**src/rtl/ni_flit_sender_if.sv**
```systemverilog
// Descriptor/link bundle between the NI core, ni_flit_sender and the link.
// Field widths and flit-type encodings fall back to local defaults unless noc_parameters.v is already in scope.
`ifndef FTYPEWD
`define FTYPEWD 2
`endif
`ifndef COUNTERFLITWD
`define COUNTERFLITWD 4
`endif
`ifndef ENC_HEAD
`define ENC_HEAD 2'b10
`endif
`ifndef ENC_BODY
`define ENC_BODY 2'b00
`endif
`ifndef ENC_TAIL
`define ENC_TAIL 2'b01
`endif
`ifndef ENC_SING
`define ENC_SING 2'b11
`endif

interface ni_flit_sender_if #(
  parameter int unsigned FLIT_WIDTH = 32
);
  logic                            start;
  logic                            packet_type_is_read;
  logic                            send_payload;
  logic [`COUNTERFLITWD-1:0]       header_flits;
  logic [`COUNTERFLITWD-1:0]       read_payload_flits;
  logic [`COUNTERFLITWD-1:0]       write_payload_flits;
  logic [FLIT_WIDTH-`FTYPEWD-1:0]  data_in;
  logic                            stall;
  logic                            abort;
  logic                            valid;
  logic [FLIT_WIDTH-1:0]           flit;
  logic                            data_ack;
  logic                            sending_header;
  logic [`COUNTERFLITWD-1:0]       flit_count;
  logic                            busy;
  logic                            done;

  modport master (
    output start, packet_type_is_read, send_payload, header_flits,
           read_payload_flits, write_payload_flits, data_in, stall, abort,
    input  valid, flit, data_ack, sending_header, flit_count, busy, done
  );

  modport slave (
    input  start, packet_type_is_read, send_payload, header_flits,
           read_payload_flits, write_payload_flits, data_in, stall, abort,
    output valid, flit, data_ack, sending_header, flit_count, busy, done
  );
endinterface

```
**src/rtl/ni_flit_sender.sv**
```systemverilog
// NI transmit serializer: packet descriptor in, typed header/payload flits out.
// Optional early termination via `abort` is compiled in with NI_SENDER_ABORT_EN.
module ni_flit_sender #(
  parameter int unsigned FLIT_WIDTH = 32
) (
  input logic            clk,
  input logic            rst,
  ni_flit_sender_if.slave lnk
);
  localparam int unsigned CW = `COUNTERFLITWD;
  localparam logic [`FTYPEWD-1:0] T_HEAD = `ENC_HEAD;
  localparam logic [`FTYPEWD-1:0] T_BODY = `ENC_BODY;
  localparam logic [`FTYPEWD-1:0] T_TAIL = `ENC_TAIL;
  localparam logic [`FTYPEWD-1:0] T_SING = `ENC_SING;

  typedef enum logic [1:0] {IDLE, HEADER, PAYLOAD} state_t;

  state_t          state_q, state_d;
  logic [CW-1:0]   cnt_q, cnt_d;
  logic [CW-1:0]   hdr_last_q, hdr_last_d;
  logic [CW-1:0]   rd_last_q, rd_last_d;
  logic [CW-1:0]   wr_last_q, wr_last_d;
  logic            is_read_q, is_read_d;
  logic            send_pay_q, send_pay_d;
  logic            done_q, done_d;

  logic            busy, accept, first_flit, last_flit, force_last, end_flit;
  logic [CW-1:0]   pay_last;
  logic [`FTYPEWD-1:0] ftype;
  logic [FLIT_WIDTH-`FTYPEWD-1:0] body;

`ifdef NI_SENDER_ABORT_EN
  assign force_last = lnk.abort && busy;
`else
  logic abort_unused;
  assign abort_unused = lnk.abort;
  assign force_last   = 1'b0;
`endif

  always_comb begin
    busy       = (state_q != IDLE);
    accept     = busy && !lnk.stall;
    pay_last   = is_read_q ? rd_last_q : wr_last_q;
    first_flit = (state_q == HEADER) && (cnt_q == '0);
    last_flit  = ((state_q == HEADER) && (cnt_q == hdr_last_q) && !send_pay_q) ||
                 ((state_q == PAYLOAD) && (cnt_q == pay_last));
    end_flit   = last_flit || force_last;
    if (first_flit && end_flit) ftype = T_SING;
    else if (first_flit)        ftype = T_HEAD;
    else if (end_flit)          ftype = T_TAIL;
    else                        ftype = T_BODY;
  end

  assign body               = lnk.data_in;
  assign lnk.valid          = busy;
  assign lnk.busy           = busy;
  assign lnk.flit           = {body, ftype};
  assign lnk.data_ack       = accept;
  assign lnk.sending_header = (state_q == HEADER);
  assign lnk.flit_count     = cnt_q;
  assign lnk.done           = done_q;

  always_comb begin
    state_d    = state_q;
    cnt_d      = cnt_q;
    hdr_last_d = hdr_last_q;
    rd_last_d  = rd_last_q;
    wr_last_d  = wr_last_q;
    is_read_d  = is_read_q;
    send_pay_d = send_pay_q;
    done_d     = 1'b0;
    unique case (state_q)
      IDLE: begin
        if (lnk.start) begin
          state_d    = HEADER;
          cnt_d      = '0;
          hdr_last_d = lnk.header_flits;
          rd_last_d  = lnk.read_payload_flits;
          wr_last_d  = lnk.write_payload_flits;
          is_read_d  = lnk.packet_type_is_read;
          send_pay_d = lnk.send_payload;
        end
      end
      HEADER: begin
        // end_flit already covers both the header-only packet end and a forced abort
        if (accept) begin
          if (end_flit) begin
            state_d = IDLE;
            cnt_d   = '0;
            done_d  = 1'b1;
          end else if (cnt_q == hdr_last_q) begin
            state_d = PAYLOAD;
            cnt_d   = '0;
          end else begin
            cnt_d = cnt_q + CW'(1);
          end
        end
      end
      PAYLOAD: begin
        if (accept) begin
          if (end_flit) begin
            state_d = IDLE;
            cnt_d   = '0;
            done_d  = 1'b1;
          end else begin
            cnt_d = cnt_q + CW'(1);
          end
        end
      end
      default: begin
        state_d = IDLE;
        cnt_d   = '0;
      end
    endcase
  end

  always_ff @(posedge clk or negedge rst) begin
    if (!rst) begin
      state_q    <= IDLE;
      cnt_q      <= '0;
      hdr_last_q <= '0;
      rd_last_q  <= '0;
      wr_last_q  <= '0;
      is_read_q  <= 1'b0;
      send_pay_q <= 1'b0;
      done_q     <= 1'b0;
    end else begin
      state_q    <= state_d;
      cnt_q      <= cnt_d;
      hdr_last_q <= hdr_last_d;
      rd_last_q  <= rd_last_d;
      wr_last_q  <= wr_last_d;
      is_read_q  <= is_read_d;
      send_pay_q <= send_pay_d;
      done_q     <= done_d;
    end
  end
endmodule

```
**src/flat_wrapper.sv**
```systemverilog
// flat-port wrapper written by rule: the top's interface ports become plain ports
module ni_flit_sender_flat 
#(
  parameter int unsigned FLIT_WIDTH = 32
)
  (clk, rst, lnk_start, lnk_packet_type_is_read, lnk_send_payload, lnk_header_flits, lnk_read_payload_flits, lnk_write_payload_flits, lnk_data_in, lnk_stall, lnk_abort, lnk_valid, lnk_flit, lnk_data_ack, lnk_sending_header, lnk_flit_count, lnk_busy, lnk_done);
  ni_flit_sender_if #(.FLIT_WIDTH(FLIT_WIDTH)) lnk_i ();
  input logic clk;
  input logic rst;
  input wire logic [$bits(lnk_i.start)-1:0] lnk_start;
  input wire logic [$bits(lnk_i.packet_type_is_read)-1:0] lnk_packet_type_is_read;
  input wire logic [$bits(lnk_i.send_payload)-1:0] lnk_send_payload;
  input wire logic [$bits(lnk_i.header_flits)-1:0] lnk_header_flits;
  input wire logic [$bits(lnk_i.read_payload_flits)-1:0] lnk_read_payload_flits;
  input wire logic [$bits(lnk_i.write_payload_flits)-1:0] lnk_write_payload_flits;
  input wire logic [$bits(lnk_i.data_in)-1:0] lnk_data_in;
  input wire logic [$bits(lnk_i.stall)-1:0] lnk_stall;
  input wire logic [$bits(lnk_i.abort)-1:0] lnk_abort;
  output wire logic [$bits(lnk_i.valid)-1:0] lnk_valid;
  output wire logic [$bits(lnk_i.flit)-1:0] lnk_flit;
  output wire logic [$bits(lnk_i.data_ack)-1:0] lnk_data_ack;
  output wire logic [$bits(lnk_i.sending_header)-1:0] lnk_sending_header;
  output wire logic [$bits(lnk_i.flit_count)-1:0] lnk_flit_count;
  output wire logic [$bits(lnk_i.busy)-1:0] lnk_busy;
  output wire logic [$bits(lnk_i.done)-1:0] lnk_done;
  assign lnk_i.start = lnk_start;
  assign lnk_i.packet_type_is_read = lnk_packet_type_is_read;
  assign lnk_i.send_payload = lnk_send_payload;
  assign lnk_i.header_flits = lnk_header_flits;
  assign lnk_i.read_payload_flits = lnk_read_payload_flits;
  assign lnk_i.write_payload_flits = lnk_write_payload_flits;
  assign lnk_i.data_in = lnk_data_in;
  assign lnk_i.stall = lnk_stall;
  assign lnk_i.abort = lnk_abort;
  assign lnk_valid = lnk_i.valid;
  assign lnk_flit = lnk_i.flit;
  assign lnk_data_ack = lnk_i.data_ack;
  assign lnk_sending_header = lnk_i.sending_header;
  assign lnk_flit_count = lnk_i.flit_count;
  assign lnk_busy = lnk_i.busy;
  assign lnk_done = lnk_i.done;
  ni_flit_sender #(.FLIT_WIDTH(FLIT_WIDTH)) u_core (.clk(clk), .rst(rst), .lnk(lnk_i));
endmodule
```
**config.mk**
```make
export PLATFORM = sky130hd
export DESIGN_NAME = ni_flit_sender_flat
export DESIGN_NICKNAME = d
export VERILOG_FILES = /design/src/rtl/ni_flit_sender_if.sv /design/src/rtl/ni_flit_sender.sv /design/src/flat_wrapper.sv
export SDC_FILE = /design/constraint.sdc
export NUM_CORES = 1
export LEC_CHECK = 0
export BUFFER_PORTS_ARGS = -buffer_cell sky130_fd_sc_hd__buf_2
export CORE_UTILIZATION = 25
export DETAILED_ROUTE_END_ITERATION = 10
export GPL_TIMING_DRIVEN = 0
export PLACE_DENSITY = 0.53
export RECOVER_POWER = 25
export SYNTH_ARGS = -nofsm -noshare
export SYNTH_HDL_FRONTEND = slang
export SYNTH_SLANG_ARGS = --single-unit
```
**constraint.sdc**
```tcl
create_clock -name clk -period 1.7 [get_ports clk]
set_clock_uncertainty 0.15 [all_clocks]
set_input_delay 0 -clock clk [delete_from_list [all_inputs] [get_ports clk]]
set_output_delay 0 -clock clk [all_outputs]
set_load 0.1 [all_outputs]
```
# Word level (Yosys, flattened, before mapping)
# Index checks and enable logic that the tools add are counted.
# classes
add_sub_neg,1
mul,0
n_div,0
n_lt_le_gt_ge,0
eq_ne,9
shifts,0
muxes,21
bitwise_logic,0
reduce_logical,16
# ops
cell,n
4-bit 2-to-1 mux,7
2-bit 2-to-1 mux,8
4-bit case mux with 3 select lines,1
4-bit == test,2
1-bit logical AND,6
"2-bit inequality test, second input constant",3
2-bit case mux with 3 select lines,1
5-bit AND reduction,1
"4-bit by 1-bit adder with 4-bit output, second input constant",1
4-bit zero test,1
1-bit 2-to-1 mux,4
"3-bit by 1-bit inequality test with 1-bit output, second input constant",1
3-bit AND reduction,1
"2-bit by 1-bit == test with 1-bit output, second input constant",1
"2-bit == test, second input constant",1
1-bit zero test,2
2-bit zero test,1
"2-bit by 1-bit inequality test with 1-bit output, second input constant",1
2-bit AND reduction,1
2-bit nonzero test,1
2-bit OR reduction,1
1-bit logical OR,1
# totals
register_bits,21
latchBits,0
ramBits,0
rom_bits,0
inputBits,49
out_inout_bits,41
word_cells,55
n_memories,0

# Logic depth before layout (Yosys ltp)
# depth
ltp_word,7
ltp_mapped,7
depth_no_buf,7

# Least setup slack after synthesis
# Ideal clock, no wire load.
# synth_timing
path_type,flip-flop to flip-flop
startpoint,reg u_core.cnt_q[3] (netlist: u_core.lnk.flit_count[3])
endpoint,reg u_core.done_q (netlist: u_core.lnk.done)
setup_ns,0.079
arrival_ns,4.131
required_ns,1.471
slack_ns,-2.660
path_stages_with_launch,6
n_path_buf,0
period_less_slack_ns,4.360
cell_sequence,dfrtp_1 > xor2_1 > nor4_2 > nand2_1 > o21ai_0 > and3_1
# synth_between
elab_chain_cells,7
elab_cells_between_ends,9
classes_between,eq/ne: 2; mux: 3; reduce/logical: 4
# synth_lines
item,line,rtl
from (decl),ni_flit_sender.sv:19,"logic [CW-1:0] cnt_q, cnt_d;"
from (signal assigned),ni_flit_sender.sv:129,cnt_q <= cnt_d;
4-bit == test,ni_flit_sender.sv:45,last_flit = ((state_q == HEADER) && (cnt_q == hdr_last_q) && !send_pay_q) ||
1-bit logical AND (2 in a row),ni_flit_sender.sv:45,
1-bit logical OR (*),ni_flit_sender.sv:45,
1-bit 2-to-1 mux (*),"ni_flit_sender.sv:87, ni_flit_sender.sv:101",
1-bit 2-to-1 mux (*),ni_flit_sender.sv:100,if (accept) begin
1-bit 2-to-1 mux (*),--,
net u_core.done_d,ni_flit_sender.sv:25,"logic done_q, done_d;"
to (signal assigned),ni_flit_sender.sv:135,done_q <= done_d;
to (decl),ni_flit_sender.sv:25,
# The timed path passes the listed nets; every way through them passes the cells marked *.
# A chain may end at the register's enable or synchronous reset.

# Final worst setup path
# layout_timing
startpoint,reg u_core.is_read_q
endpoint,out lnk_flit[0]
# layout_between
elab_chain_cells,7
elab_cells_between_ends,8
classes_between,eq/ne: 1; mux: 4; reduce/logical: 3
# layout_lines
item,line,rtl
from (decl),ni_flit_sender.sv:23,"logic is_read_q, is_read_d;"
from (signal assigned),ni_flit_sender.sv:133,is_read_q <= is_read_d;
4-bit 2-to-1 mux (*),ni_flit_sender.sv:43,pay_last = is_read_q ? rd_last_q : wr_last_q;
4-bit == test (*),ni_flit_sender.sv:46,((state_q == PAYLOAD) && (cnt_q == pay_last));
1-bit logical AND (*),ni_flit_sender.sv:46,
1-bit logical OR (*),ni_flit_sender.sv:45,
1-bit 2-to-1 mux,ni_flit_sender.sv:50,else if (end_flit) ftype = T_TAIL;
2-bit 2-to-1 mux,ni_flit_sender.sv:49,else if (first_flit) ftype = T_HEAD;
2-bit 2-to-1 mux (*),ni_flit_sender.sv:48,if (first_flit && end_flit) ftype = T_SING;
to (decl),flat_wrapper.sv:20,output wire logic [$bits(lnk_i.flit)-1:0] lnk_flit;
# Every way passes the cells marked *; elsewhere a longest branch is shown, timed or not.

==> results by group <==
Outcome
  – Run status: complete, but fails checks
  – Failing checks: setup timing

Timing
  – Final slew viol count: 0
  – Final worst-path cycle share: 114.1%
  – Fmax: 515.5 MHz
  – Worst-margin pin slew: 1.162 ns
  – Final Setup Violations: 8
  – Tmin final: 1.940 ns
  – RSZ-0062 raised after global routing: yes
  – WHS: 0.07468 ns
  – Slew HR: 22.86%
  – Final hold vios: 0
  – Setup TNS: -0.9269 ns
  – Setup slack after layout: -0.2398 ns

Critical path
  – Cell Chain, Critical Path: buf_6, mux2i_2, mux2i_1, nand4_1, buf_4, o21ai_4, buf_12
  – Arr. time, crit path: 1.79 ns
  – Worst setup path class: reg2out
  – R2R Path Start: u_core.lnk.flit_count[3]
  – Worst reg2reg path depth: 5
  – R2r endpoint: u_core.state_q[1]
  – Largest stage delay on the critical path: 0.38 ns
  – Worst reg-to-reg setup slack: -0.20 ns
  – CP max-delay cell: dfrtp_1
  – Crit Path Max Fanout: 5
  – CP required: 1.55 ns
  – CP endpoint kind: output port
  – Critical path startpoint category: flip-flop

Clock tree
  – Cts bufs inserted: 3
  – Root buffer cell: clkbuf_8
  – CTS tree: done
  – Clk pin slew, worst setup/hold paths: 0.08 ns
  – H-tree Lvls: 1
  – Worst-case clock buffer depth: 2
  – CTS sink cnt: 21
  – Later-pin clock latency in the skew report: 0.26 ns

Floorplan
  – Die ar.: 5811 um2
  – Core Region: 5205 um2
  – Die W: 76.23 um
  – Ports: 90
  – Initial Util: 26.47%
  – Vert. Die Dim: 76.23 um
  – Rows: 26

Placement
  – Port buffer count: 58
  – Routability cong.: 0.7165
  – Placed Instances: 258
  – Placed wire-length estimate: 2291 um

Global routing
  – Initial antenna violation count: 0
  – All-Layer GR Usage: 10.71%
  – Number of global-route vias before repair: 1120
  – Grt total ovfl: 0
  – First-pass GRT wire length: 5037 um
  – Largest net degree at the start of global routing: 22

Drt
  – Antenna-violating nets left: 0
  – Wire per inst: 10.84 um
  – Vias per std cell: 4.160
  – DRC: 0
  – Initial DRC count: 19
  – DR pass1 iterations: 4
  – DR vias: 1223
  – Final wirelength: 3186 um

Synthesis
  – Flops & latches, synth: 21
  – Syn Nets: 184
  – Cells after Synth: 130
  – Sequential share of the synthesized area: 38.15%
  – Mapped Area: 1378 um2
  – Yosys cell types: 32
  – Synth warnings: 0
  – Syn Area/Cell: 10.60 um2

Power and ir drop
  – Combinational power share: 71.9%
  – Pwr Density: 1929 nW/um2
  – Seq pwr share: 20.5%
  – Clock power share: 7.6%
  – LEAKAGE: 1.050 nW
  – Net Switching: 0.002246 W
  – Int Power: 0.002169 W
  – Sw frac: 50.87%
  – Final Power: 0.004415 W
  – Peak supply drop: 873.5 uV

Layout
  – Share of cells above drive strength 1: 61.16%
  – Non-Filler Instances: 294
  – Commonest non-fill, non-tap cell in the layout: buf_4
  – ANT cells: 0
  – Area grow syn2layout: 66.12%
  – Commonest cells after routing, fill and taps aside: 45 x buf_4, 34 x buf_2, 18 x clkbuf_1, 17 x dlygate4sd3_1, 17 x dfrtp_1
  – Layout net count: 279

Run
  – Max_cap viols: 0

Hold path
  – HP Class: in2async
## layer usage
metal / routed length [um] / GRT usage [%]
met4: 8 / 1.731
met1: 1281 / 11.90
met5: 0 / 0
met3: 210 / 2.635
met2: 1686 / 20.63
## worst max-delay path by stage
stage | from | endpoint | slack (ns) | cells after the start
2_1_floorplan | u_core.lnk.flit_count[3] | u_core.lnk.done | -0.60 | 5
3_3_place_gp | u_core.state_q[0] | lnk_flit[0] | -0.45 | 7
3_5_place_dp | u_core.state_q[0] | lnk_flit[0] | -0.44 | 7
4_1_cts | u_core.is_read_q | u_core.state_q[0] | -0.26 | 7
5_1_grt | u_core.lnk.flit_count[3] | lnk_flit[0] | -0.31 | 5
6_report | u_core.is_read_q | lnk_flit[0] | -0.24 | 7
## cell usage after synthesis
master,instances,area (um2)
xor2_2,1,16.27
buf_4,31,232.7
nor3_1,1,5.000
nand2b_1,2,12.51
a21oi_2,1,8.760
o41ai_2,1,16.27
mux2_2,14,157.7
and3_1,1,6.260
nand4_1,1,6.260
mux2i_1,6,60.06
nor2_1,1,3.750
o21ai_1,1,5.000
o311ai_1,1,8.760
ha_1,5,62.56
xnor2_1,3,26.28
buf_1,1,3.750
o21ai_2,1,8.760
or4b_4,1,13.76
nand3_1,3,15.01
inv_1,8,30.03
or3_1,1,6.260
buf_2,1,5.000
o21ai_0,4,20.02
nand2_1,9,33.78
xor2_1,3,26.28
dfrtp_1,21,525.5
a21boi_2,1,11.26
nor3b_1,1,7.510
buf_6,1,11.26
o22ai_1,2,12.51
nor4_2,1,12.51
a31oi_1,1,6.260
## state kept, by name (all words and copies together) (netlist names)
| signal | cells |
|---|---|
| u_core.hdr_last_q | 4 |
| u_core.is_read_q | 1 |
| u_core.lnk.done | 1 |
| u_core.lnk.flit_count | 4 |
| u_core.rd_last_q | 4 |
| u_core.send_pay_q | 1 |
| u_core.state_q | 2 |
| u_core.wr_last_q | 4 |
## area by class of cell
type,instances,area (um2)
multi-input cells,67,693.2
fillers,523,2917
inverters,8,33.78
well taps,70,87.58
flip-flops and latches,21,540.5
repair buffers,91,621.8
clock buffers,3,41.29
clock inverters,1,7.507
plain buffers,33,262.8
## logic make-up (layout without fill, tap and decap cells)
| group | after synthesis | after routing | synth area share [%] |
|---|---|---|---|
| muxes | 20 | 20 | 15.80 |
| adders and majority gates | 5 | 5 | 4.541 |
| and+or+nand+nor | 22 | 22 | 8.900 |
| DFF | 21 | 21 | 38.15 |
| xor gates and xnor gates | 7 | 7 | 4.996 |
| AOI/OAI and AO/OA | 13 | 13 | 7.085 |
| buffers and inverters | 42 | 136 | 20.53 |
## power by group through the flow
stage	Sequential (W)	Combinational [W]	Clock, W
after floorplan	0.000985	0.00211	0
after global placement	0.000892	0.00257	0
after detailed placement	0.000895	0.00257	0
after CTS	0.000890	0.00290	0.000352
after global routing	0.000932	0.00334	0.000375
final	0.000903	0.00317	0.000337
## critical path: cells and delay by family (launching register included)
| family | cells | cell delay, ns |
|---|---|---|
| muxes | 2 | 0.41 |
| and+or+nand+nor | 1 | 0.16 |
| DFF | 1 | 0.38 |
| AOI/OAI and AO/OA | 1 | 0.07 |
| buffers and inverters | 3 | 0.50 |
## what timing repair did
action	in CTS	in global routing
gates resized for setup	22	17
hold endpoints to repair	37	0
setup endpoints to repair	20	21
hold buffers	17	0
pin swaps	6	4
setup buffers	9	7
## through the flow
| step | util [%] | area [um2] | worst slack, ns |
|---|---|---|---|
| after CTS | 42.38 | 2206 | -0.2566 |
| after global placement | 35.50 | 1848 | -0.4453 |
| after detailed placement | 35.50 | 1848 | -0.4449 |
| final | 43.97 | 2288 | -0.2398 |
| after floorplan | - | 1470 | -0.6022 |
| after global routing | 43.97 | 2288 | -0.3050 |
No activity file was read; power rests on OpenSTA's default activity.
